[config.mk]
export PLATFORM = sky130hd
export DESIGN_NAME = gcd_ctrl_fsm
export DESIGN_NICKNAME = d
export VERILOG_FILES = /design/src/rtl/gcd_pkg.sv /design/src/rtl/iter_counter.sv /design/src/rtl/gcd_ctrl_fsm.sv
export SDC_FILE = /design/constraint.sdc
export NUM_CORES = 1
export LEC_CHECK = 0
export CAP_MARGIN = 5
export CORE_UTILIZATION = 56
export CTS_BUF_LIST = sky130_fd_sc_hd__clkbuf_4
export DETAILED_ROUTE_END_ITERATION = 6
export GPL_ROUTABILITY_DRIVEN = 0
export PLACE_DENSITY = 0.81
export SYNTH_ARGS = -nofsm -noshare
export SYNTH_HDL_FRONTEND = slang
export SYNTH_HIERARCHICAL = 1
export SYNTH_SLANG_ARGS = --single-unit
[constraint.sdc]
create_clock -name clk -period 4.3 [get_ports clk]
set_clock_uncertainty 0.1 [all_clocks]
set_input_delay 1.075 -clock clk [delete_from_list [all_inputs] [get_ports clk]]
set_output_delay 1.075 -clock clk [all_outputs]
set_load 0.005 [all_outputs]
[src/rtl/gcd_pkg.sv]
// Shared encodings for the GCD controller: state values, datapath width and mux selects.
package gcd_pkg;

  localparam int DATA_W = 16;

  typedef enum logic [2:0] {
    IDLE   = 3'd0,
    LOAD_A = 3'd1,
    LOAD_B = 3'd2,
    CALC   = 3'd3,
    DONE   = 3'd4
  } state_t;

  localparam logic SEL_A       = 1'b0;
  localparam logic SEL_B       = 1'b1;
  localparam logic SEL_IN_DATA = 1'b1;
  localparam logic SEL_IN_SUB  = 1'b0;

endpackage

[src/rtl/iter_counter.sv]
// Saturating iteration counter used by the GCD controller to bound the subtraction loop.
module iter_counter #(
  parameter int ITER_W   = 16,
  parameter int MAX_ITER = 65535
) (
  input  logic clk,
  input  logic rst,
  input  logic clear,
  input  logic inc,
  output logic at_limit
);

  localparam logic [ITER_W-1:0] LIMIT = ITER_W'(MAX_ITER);

  logic [ITER_W-1:0] count;

  // Holds at LIMIT so a stuck loop can never wrap back and miss the timeout.
  always_ff @(posedge clk) begin
    if (rst || clear) begin
      count <= '0;
    end else if (inc && !at_limit) begin
      count <= count + ITER_W'(1);
    end
  end

  assign at_limit = (count == LIMIT);

endmodule

[src/rtl/gcd_ctrl_fsm.sv]
// Controller FSM for the subtract-and-compare GCD datapath: operand handshake, loop, done/err.
module gcd_ctrl_fsm
  import gcd_pkg::*;
#(
  parameter int ITER_W   = 16,
  parameter int MAX_ITER = 65535
) (
  input  logic clk,
  input  logic rst,
  input  logic start,
  input  logic in_valid,
  output logic in_ready,
  input  logic lt,
  input  logic gt,
  input  logic eq,
  output logic ldA,
  output logic ldB,
  output logic sel1,
  output logic sel2,
  output logic sel_in,
  output logic busy,
  output logic done,
  output logic err
);

  state_t state, next_state;
  logic   err_flag;
  logic   set_err, clr_err;
  logic   cnt_clear, cnt_inc;
  logic   at_limit;
  logic   eq_only;

  iter_counter #(
    .ITER_W  (ITER_W),
    .MAX_ITER(MAX_ITER)
  ) u_iter_counter (
    .clk     (clk),
    .rst     (rst),
    .clear   (cnt_clear),
    .inc     (cnt_inc),
    .at_limit(at_limit)
  );

  always_ff @(posedge clk) begin
    if (rst) begin
      state    <= IDLE;
      err_flag <= 1'b0;
    end else begin
      state <= next_state;
      if (set_err) begin
        err_flag <= 1'b1;
      end else if (clr_err) begin
        err_flag <= 1'b0;
      end
    end
  end

  // A flag combination other than eq alone is illegal and must not end the loop.
  assign eq_only = eq && !gt && !lt;

  // Reset forces every output low combinationally, even while mid-computation.
  always_comb begin
    next_state = state;
    in_ready   = 1'b0;
    ldA        = 1'b0;
    ldB        = 1'b0;
    sel1       = SEL_A;
    sel2       = SEL_A;
    sel_in     = SEL_IN_SUB;
    busy       = 1'b0;
    done       = 1'b0;
    err        = 1'b0;
    set_err    = 1'b0;
    clr_err    = 1'b0;
    cnt_clear  = 1'b0;
    cnt_inc    = 1'b0;
    if (!rst) begin
      case (state)
        IDLE: begin
          if (start) begin
            next_state = LOAD_A;
            cnt_clear  = 1'b1;
            clr_err    = 1'b1;
          end
        end
        LOAD_A: begin
          busy     = 1'b1;
          in_ready = 1'b1;
          sel_in   = SEL_IN_DATA;
          ldA      = in_valid;
          if (in_valid) next_state = LOAD_B;
        end
        LOAD_B: begin
          busy     = 1'b1;
          in_ready = 1'b1;
          sel_in   = SEL_IN_DATA;
          ldB      = in_valid;
          if (in_valid) next_state = CALC;
        end
        CALC: begin
          busy = 1'b1;
          if (eq_only) begin
            next_state = DONE;
          end else if (at_limit) begin
            next_state = DONE;
            set_err    = 1'b1;
          end else if (gt) begin
            sel1    = SEL_A;
            sel2    = SEL_B;
            ldA     = 1'b1;
            cnt_inc = 1'b1;
          end else if (lt) begin
            sel1    = SEL_B;
            sel2    = SEL_A;
            ldB     = 1'b1;
            cnt_inc = 1'b1;
          end
        end
        DONE: begin
          busy       = 1'b1;
          done       = 1'b1;
          err        = err_flag;
          next_state = IDLE;
        end
        default: next_state = IDLE;
      endcase
    end
  end

endmodule

# Word level (Yosys, flattened, before mapping)
# Index checks and enable logic that the tools add are counted.
word_totals:
  ff_bits: 20
  latchBits: 0
  mem_bits_rw: 0
  rom_bits: 0
  input_bits: 7
  output_inout_bits: 9
  wordCells: 68
  mem_count: 0
op_classes:
  n_addsub: 1
  multipliers: 0
  n_div: 0
  n_lt_le_gt_ge: 0
  eq_ne: 9
  shift: 0
  n_mux: 43
  bitwise: 0
  reduce_logical: 12
op_table:
  columns: ["operator", "count"]
  rows:
  - ["$mux W1", 35]
  - ["$add A16 B1 Y16 const B", 1]
  - ["$eq A16 B16 Y1 const B", 1]
  - ["$mux W3", 5]
  - ["$pmux W3 S4", 1]
  - ["$eq A3 B2 Y1 const B", 2]
  - ["$ne A2 B2 Y1 const B", 3]
  - ["$pmux W1 S2", 2]
  - ["$reduce_and A4 Y1", 1]
  - ["$reduce_or A4 Y1", 1]
  - ["$eq A3 B1 Y1 const B", 1]
  - ["$eq A3 B3 Y1 const B", 1]
  - ["$logic_and A1 B1 Y1", 3]
  - ["$logic_not A1 Y1", 3]
  - ["$logic_not A3 Y1", 1]
  - ["$ne A3 B2 Y1 const B", 1]
  - ["$reduce_bool A2 Y1", 1]
  - ["$reduce_or A2 Y1", 1]
  - ["$logic_or A1 B1 Y1", 1]

# Logic depth before layout (Yosys ltp)
# Gate-level depths: netlist of the first run.
depth:
  depth_word: 7
  ltp_mapped: 10
  ltp_nobuf: 9

# Cells and area by module
# Netlist of the first run, hierarchy kept.
modules_own_cells:
  columns: ["module", "n_inst", "cells_per_inst", "area_per_inst_um2", "seq_area_each_um2"]
  rows:
  - ["iter_counter", 1, 97, 835.8, 320.3]
  - ["gcd_ctrl_fsm", 1, 42, 306.5, 80.1]

# Worst setup path before layout of the first run
# OpenSTA, ideal clock, no wires.
synth_timing:
  kind: "input to register"
  startpoint: "in rst"
  endpoint: "reg u_iter_counter.count[15]"
  setup_time_ns: 0.070
  t_arrival_ns: 3.209
  required_time_ns: 4.130
  setup_slack_ns: 0.921
  path_stages: 8
  n_path_buf: 1
  path_cell_list: "or2b_1 -> or3_4 -> nor2_1 -> nand4_1 -> or3_1 -> clkbuf_2 -> or4_1 -> a21oi_1"
synth_between:
  elab_chain_len: 2
  elab_cells_between_ends: 4
  classes_between: "mux (2); reduce/logical (2)"
synth_rtl:
  columns: ["element", "line_no", "rtl"]
  rows:
  - ["from (decl)", "gcd_ctrl_fsm.sv:9", "input logic rst,"]
  - ["$mux W1", "gcd_ctrl_fsm.sv:77", "if (!rst) begin"]
  - ["net cnt_inc", "gcd_ctrl_fsm.sv:29", "logic cnt_clear, cnt_inc;"]
  - ["$logic_and A1 B1 Y1", "iter_counter.sv:21", "end else if (inc && !at_limit) begin"]
  - ["to (signal assigned)", "iter_counter.sv:22", "count <= count + ITER_W'(1);"]
  - ["to (decl)", "iter_counter.sv:15", "logic [ITER_W-1:0] count;"]
# The timed path passes the listed nets, and every way through them passes these cells.
# A chain may end at the register's enable or synchronous reset.

# Worst setup path in the final report of the first run
layout_timing:
  startpoint: "in rst"
  endpoint: "out ldB"
layout_between:
  elab_chain_len: 1
layout_rtl:
  columns: ["element", "line_no", "rtl"]
  rows:
  - ["$mux W1", "gcd_ctrl_fsm.sv:77", null]
  - ["to (decl)", "gcd_ctrl_fsm.sv:17", "output logic ldB,"]
# No other way between the ends.

==> impl_metrics.toml, run 1 <==
[status]
status = "finished, final reports clean"

[setup_path]
reg2reg_to = "u_iter_counter/count[15]"
arrival_ns = 3.03
ff2ff_path_depth = 10
crit_type = "in2out"
reg2reg_setup_slack_ns = 1.00
critical_path.endpoint_type = "output pin"
cp-start-kind = "input pin"
worstPathRequired_ns = 3.12
path_max_fanout = 4
r2r_start = "u_iter_counter/count[0]"

[floorplanning]
die-area_um2 = 2220
io_pins = 16
die_w_um = 47.2
core_um2 = 1820
die_h_um = 47.2
initial_core_util_pct = 62.7
row_count = 15

[synthesis]
synth_largest_type_area_fraction_pct = 35.0
synth_seq_area_share_pct = 35.0
synth_edf_count = 0
ys_warn_count = 6
synthFlopType = "dfxtp_1"
syn_area_um2 = 1140
synth.area.top_cells = "dfxtp_1, nor2_1, nand4_1"
avgSynthCellArea_um2 = 8.22
yosys.area.top_type = "dfxtp_1"
synth_cells = 139
synth.distinct_cells = 42
syn-num-nets = 147
ys_seq_elements = 20
synth-async-reset-ratio_pct = 0

[clocking]
cts_tree = "built"
cts.clk_slew.worst_paths_ns = 0.11
post_cts_resized = 0
worstSkewPairLatency_ns = 0.30
root_buffer = "clkbuf_4"
clock-sinks = 20
cts_max_level = 1
clockBufferDepth = 2
numCtsBuffers = 3
post_cts_buffers = 0
postCtsHoldBufs = 0

[timing]
rsz0062_at_grt = "no"
worstMarginPinSlew_ns = 0.534
max_freq_mhz = 238
tns_ns = 0
setup_viol = 0
finalCritPeriodShare_pct = 97.7
relSlewSlack_pct = 64.2
slew_viol_final = 0
final_hold_viol_count = 0
period_minus_slack_ns = 4.20

[route]
routed_via_density = 6.00
drtPass1Iterations = 4
final_antenna_net_count = 0
routed_wirelength_mm = 2.51
drc = 0
vias = 1086
drt_iter0_markers = 39
routedWlPerCell_um = 13.9

[pwr]
p_int_w = 0.000241
p_comb_share_pct = 13.1
peakVddDrop_v = 0.000171
p_total_w = 0.000322
clockPowerShare_pct = 27.7
powerDensity_nw_per_um2 = 241
power_frac_seq_pct = 59.2
switchingPower_w = 0.0000809
p_sw_share_pct = 25.1
p_leak_nw = 0.427

[global_routing]
overflow = 0
antenna_found_initial = 0
grt_pass1_vias = 935
grtUsageTotal_pct = 25.9
grt_pass1_wl_mm = 3.95
grt_max_degree = 14

[placement]
portBuffers = 15
dp.final_hpwl_mm = 1.87

[final_layout]
insertedDiodeCount = 0
fin_util_pct = 73.3
nets = 166
syn2layout_area_growth_pct = 16.9
drive_gt1_share_pct = 8.97

[worst_hold_path]
hold_end = "err_flag"
min_from = "err_flag"
hold_depth = 2
hold_class = "reg2reg"

[run]
max_cap_violations = 0
placed cells by master (no fill, tap or decap), drive strengths merged, types with 2 or more instances in the layout:
cell           netlist  layout
xor2                 2       2
clkbuf               2       3
dfxtp               20      20
clkdlybuf4s50        0      15
nand3                6       6
a211oi               2       2
nand4                8       8
or4                  4       4
buf                  2       3
inv                  6       6
and3                 2       2
or2                  2       2
xnor2                2       2
o31ai                4       4
nor2                17      17
a21oi                9       9
o21ai                6       6
nand2               11      11
nor4                 2       2
nor3                 5       5
o41ai                2       2
mux2i                3       3
or3                  6       6
layout make-up:
cell class / count / area [µm²]
Timing Repair Buffer: 18 / 173
Tap cell: 25 / 31.3
Multi-Input combinational cell: 109 / 686
Clock buffer: 3 / 22.5
Fill cell: 150 / 485
Inverter: 6 / 22.5
Sequential cell: 20 / 400
state kept, by name, indices dropped and copies added (netlist names):
| register | flops |
|---|---|
| u_iter_counter/count | 16 |
| state | 3 |
| err_flag | 1 |
worst max path at each step:
stage | end | slack [ns] | cells after the start | startpoint
2_1_floorplan | u_iter_counter/count[15] | 0.92 | 8 | rst
3_3_place_gp | ldB | 0.15 | 6 | rst
3_5_place_dp | ldB | 0.1 | 6 | rst
4_1_cts | ldB | 0.09 | 6 | rst
5_1_grt | ldB | 0.02 | 6 | rst
6_report | ldB | 0.1 | 6 | rst
cell usage after synthesis, types with 2 or more instances:
cell and number:
dfxtp_1 20, nor2_1 17, nand2_1 11, a21oi_1 9, nand4_1 8, inv_1 6, nand3_1 6, o21ai_0 6
nor3_1 5, or3_1 5, o31ai_1 4, or4_1 4, mux2i_1 3, a211oi_1 2, and3_1 2, buf_4 2
or2_2 2, xnor2_1 2, xor2_1 2
power by group through the flow:
stage / clock, W / sequential [W] / combinational [W]
global route: 0.0000972 / 0.000191 / 0.0000465
finish: 0.0000891 / 0.000191 / 0.0000421
floorplan: 0 / 0.000194 / 0.0000249
CTS: 0.0000916 / 0.000191 / 0.0000423
detailed placement: 0 / 0.000195 / 0.0000421
global placement: 0 / 0.000195 / 0.0000413
worst max-delay path, cell delays in order:
cell and delay [ns]:
clkdlybuf4s50_1 0.42, or2b_1 0.28, or3_4 0.40, nor3b_2 0.22, a31o_1 0.13, clkdlybuf4s50_1 0.51
per-layer routing:
layer,share of wire (%),global-route usage [%],vias up
met2,48,45.0,16
met4,1.8,12.6,0
met5,0,0,-
li1,-,-,556
met1,47,31.1,510
met3,2.8,3.85,4
metrics by stage:
step	setup WS, ns	cells	hold WS, ns	instance area, µm²
3_5_place_dp	0.0979	178	0.372	1310
4_1_cts	0.0859	181	0.391	1340
2_1_floorplan	0.921	139	0.321	1140
3_3_place_gp	0.152	178	0.354	1310
6_report	0.0996	181	0.386	1340
5_1_grt	0.0150	181	0.424	1340
cell families after synthesis:
family,count (synthesis),share of synthesized area [%]
and+or+nand+nor,72,35.2
buffers and inverters,10,4.93
DFF,20,35.0
adders and majority gates,1,1.10
AOI/OAI and AO/OA,29,18.1
xor gates and xnor gates,4,3.07
muxes,3,2.63
Note: power is estimated with default switching activity, not from simulation.
==> run 2: changes to the inputs <==
--- a/config.mk
+++ b/config.mk
@@ -10,6 +10,7 @@
 export CTS_BUF_LIST = sky130_fd_sc_hd__clkbuf_4
 export DETAILED_ROUTE_END_ITERATION = 6
 export GPL_ROUTABILITY_DRIVEN = 0
+export HOLD_SLACK_MARGIN = 0.1
 export PLACE_DENSITY = 0.81
 export SYNTH_ARGS = -nofsm -noshare
 export SYNTH_HDL_FRONTEND = slang
==> results of run 2 <==
The final DEF is identical to that of run 1; final timing and power are the same.
==> run 3: changes to the inputs <==
--- a/config.mk
+++ b/config.mk
@@ -6,6 +6,7 @@
 export NUM_CORES = 1
 export LEC_CHECK = 0
 export CAP_MARGIN = 5
+export CORE_MARGIN = 5
 export CORE_UTILIZATION = 56
 export CTS_BUF_LIST = sky130_fd_sc_hd__clkbuf_4
 export DETAILED_ROUTE_END_ITERATION = 6
==> run 3 against run 2 <==
Against the previous run: combinational power about the same; cell area increased by 0.47%; non-clock buffer count unchanged; via count about the same; sequential cell count unchanged; utilization decreased by 5.0 points; wire length decreased by 1.2%; clock power increased by 2.2%; register-to-register slack improved by 0.09 ns; cell count increased by 1.7%; largest power group unchanged; highest routed layer unchanged.
==> impl_metrics.toml, run 3 (synthesis gave the netlist of run 1 again) <==
[timing]
holdWs_ns = 0.372
tns_ns = 0
period_minus_slack_ns = 4.21
rsz0062_at_grt = "no"
worstMarginPinSlew_ns = 0.675
max_freq_mhz = 238
relSlewSlack_pct = 54.7
slew_viol_final = 0
setup_viol = 0
finalCritPeriodShare_pct = 97.9
final_hold_viol_count = 0

[floorplanning]
initial_core_util_pct = 58.2
row_count = 16
core_um2 = 1960
die_h_um = 55.2
die_w_um = 55.2
die-area_um2 = 3040
io_pins = 16

[status]
status = "finished, final reports clean"

[pwr]
p_total_w = 0.000324
powerDensity_nw_per_um2 = 242
clockPowerShare_pct = 28.1
p_comb_share_pct = 13.1
switchingPower_w = 0.0000820
p_leak_nw = 0.428
power_frac_seq_pct = 58.8
peakVddDrop_v = 0.000201
p_int_w = 0.000242
p_sw_share_pct = 25.3

[clocking]
clockBufferDepth = 2
cts.clk_slew.worst_paths_ns = 0.10
post_cts_buffers = 0
cts_tree = "built"
clock-sinks = 20
post_cts_resized = 0
numCtsBuffers = 3
cts_max_level = 1
root_buffer = "clkbuf_4"
worstSkewPairLatency_ns = 0.30
postCtsHoldBufs = 0

[global_routing]
grt_max_degree = 14
grt_pass1_wl_mm = 4.31
antenna_found_initial = 0
grtUsageTotal_pct = 19.8
grt_pass1_vias = 979
overflow = 0

[worst_hold_path]
hold_class = "reg2reg"
hold_depth = 2
min_from = "err_flag"
hold_end = "err_flag"

[setup_path]
ff2ff_path_depth = 10
r2r_start = "u_iter_counter/count[0]"
path_delay_family = "buffers and inverters"
cpMostUsedCell = "clkdlybuf4s50_1"
reg2reg_to = "u_iter_counter/count[15]"
slowest_delay_ns = 0.49
arrival_ns = 3.04
crit_buf_inv = 2
crit_type = "in2out"
critical_path.endpoint_type = "output pin"
worstPathRequired_ns = 3.12
crit_slowest_cell = "clkdlybuf4s50_1"
path_max_fanout = 4
worstPathCellList = "clkdlybuf4s50_1 -> or2b_1 -> or3_4 -> nor3b_2 -> a31o_1 -> clkdlybuf4s50_1"
cp-start-kind = "input pin"
reg2reg_setup_slack_ns = 1.09

[final_layout]
final_common_cell = "dfxtp_1"
top_regs = "u_iter_counter/count (16), state (3), err_flag (1)"
largest_register_ffs = 16
fillCellCount = 177
insertedDiodeCount = 0
syn2layout_area_growth_pct = 17.4
max_flop_register = "u_iter_counter/count"
ff_latch_area_um2 = 400
nets = 166
drive_gt1_share_pct = 8.92
multiInputGateArea_um2 = 686
mostFrequentLayoutCells = "dfxtp_1, nor2_1, clkdlybuf4s50_1"

[route]
final_antenna_net_count = 0
routed_via_density = 5.91
drc = 0
routedWlPerCell_um = 13.5
routed_wirelength_mm = 2.48
drtPass1Iterations = 4
vias = 1087
drt_iter0_markers = 26

[placement]
portBuffers = 15
dp.final_hpwl_mm = 1.86

[run]
max_cap_violations = 0
-- run 3: cell count changes in the layout (fill, tap and decap cells not counted) --
cell,previous run,this run
clkinv_1,0,1
-- run 3: layout make-up --
class                           instances  share of cell area, %
Sequential cell                        20                   29.9
Tap cell                               27                   2.52
Inverter                                6                   1.68
Timing Repair Buffer                   18                   12.9
Multi-Input combinational cell        109                   51.1
Clock buffer                            3                   1.68
Clock inverter                          1                  0.280
-- run 3: per-stage QoR --
stage                     cell area [µm²]  util, %  instances  setup WS, ns
after floorplan                      1140        -        139         0.921
after global placement               1320     67.0        180         0.170
after detailed placement             1320     67.0        180         0.117
after CTS                            1340     68.4        184         0.108
after global routing                 1340     68.4        184        0.0271
final                                1340     68.4        184        0.0895
-- run 3: worst reg2reg max path, delay by kind of cell (launching register included) --
| kind | cells | cell delay [ns] |
|---|---|---|
| simple gates | 7 | 2.13 |
| flops | 1 | 0.36 |
| compound gates | 1 | 0.15 |
| fa+ha+maj | 1 | 0.24 |
| buf+inv | 1 | 0.17 |
-- run 3: power groups by stage --
| stage | sequential, W | clock, W | combinational (W) |
|---|---|---|---|
| final | 0.000191 | 0.0000911 | 0.0000424 |
| after global routing | 0.000191 | 0.000106 | 0.0000468 |
| after CTS | 0.000191 | 0.0000952 | 0.0000424 |
| after detailed placement | 0.000195 | 0 | 0.0000420 |
| after global placement | 0.000195 | 0 | 0.0000418 |
| after floorplan | 0.000194 | 0 | 0.0000249 |
-- run 3: worst max-delay path by stage --
stage	depth (start not counted)	endpoint	start
floorplan	8	u_iter_counter/count[15]	rst
global placement	6	ldB	rst
detailed placement	6	ldB	rst
CTS	6	ldB	rst
global route	6	ldB	rst
finish	6	ldB	rst
-- run 3: per-layer routing --
metal	share of wire [%]	wire length, µm	global-route usage (%)
met1	46	1150	25.7
met2	49	1220	32.3
met3	3.5	87	5.63
met4	0.85	21	4.86
met5	0	0	0
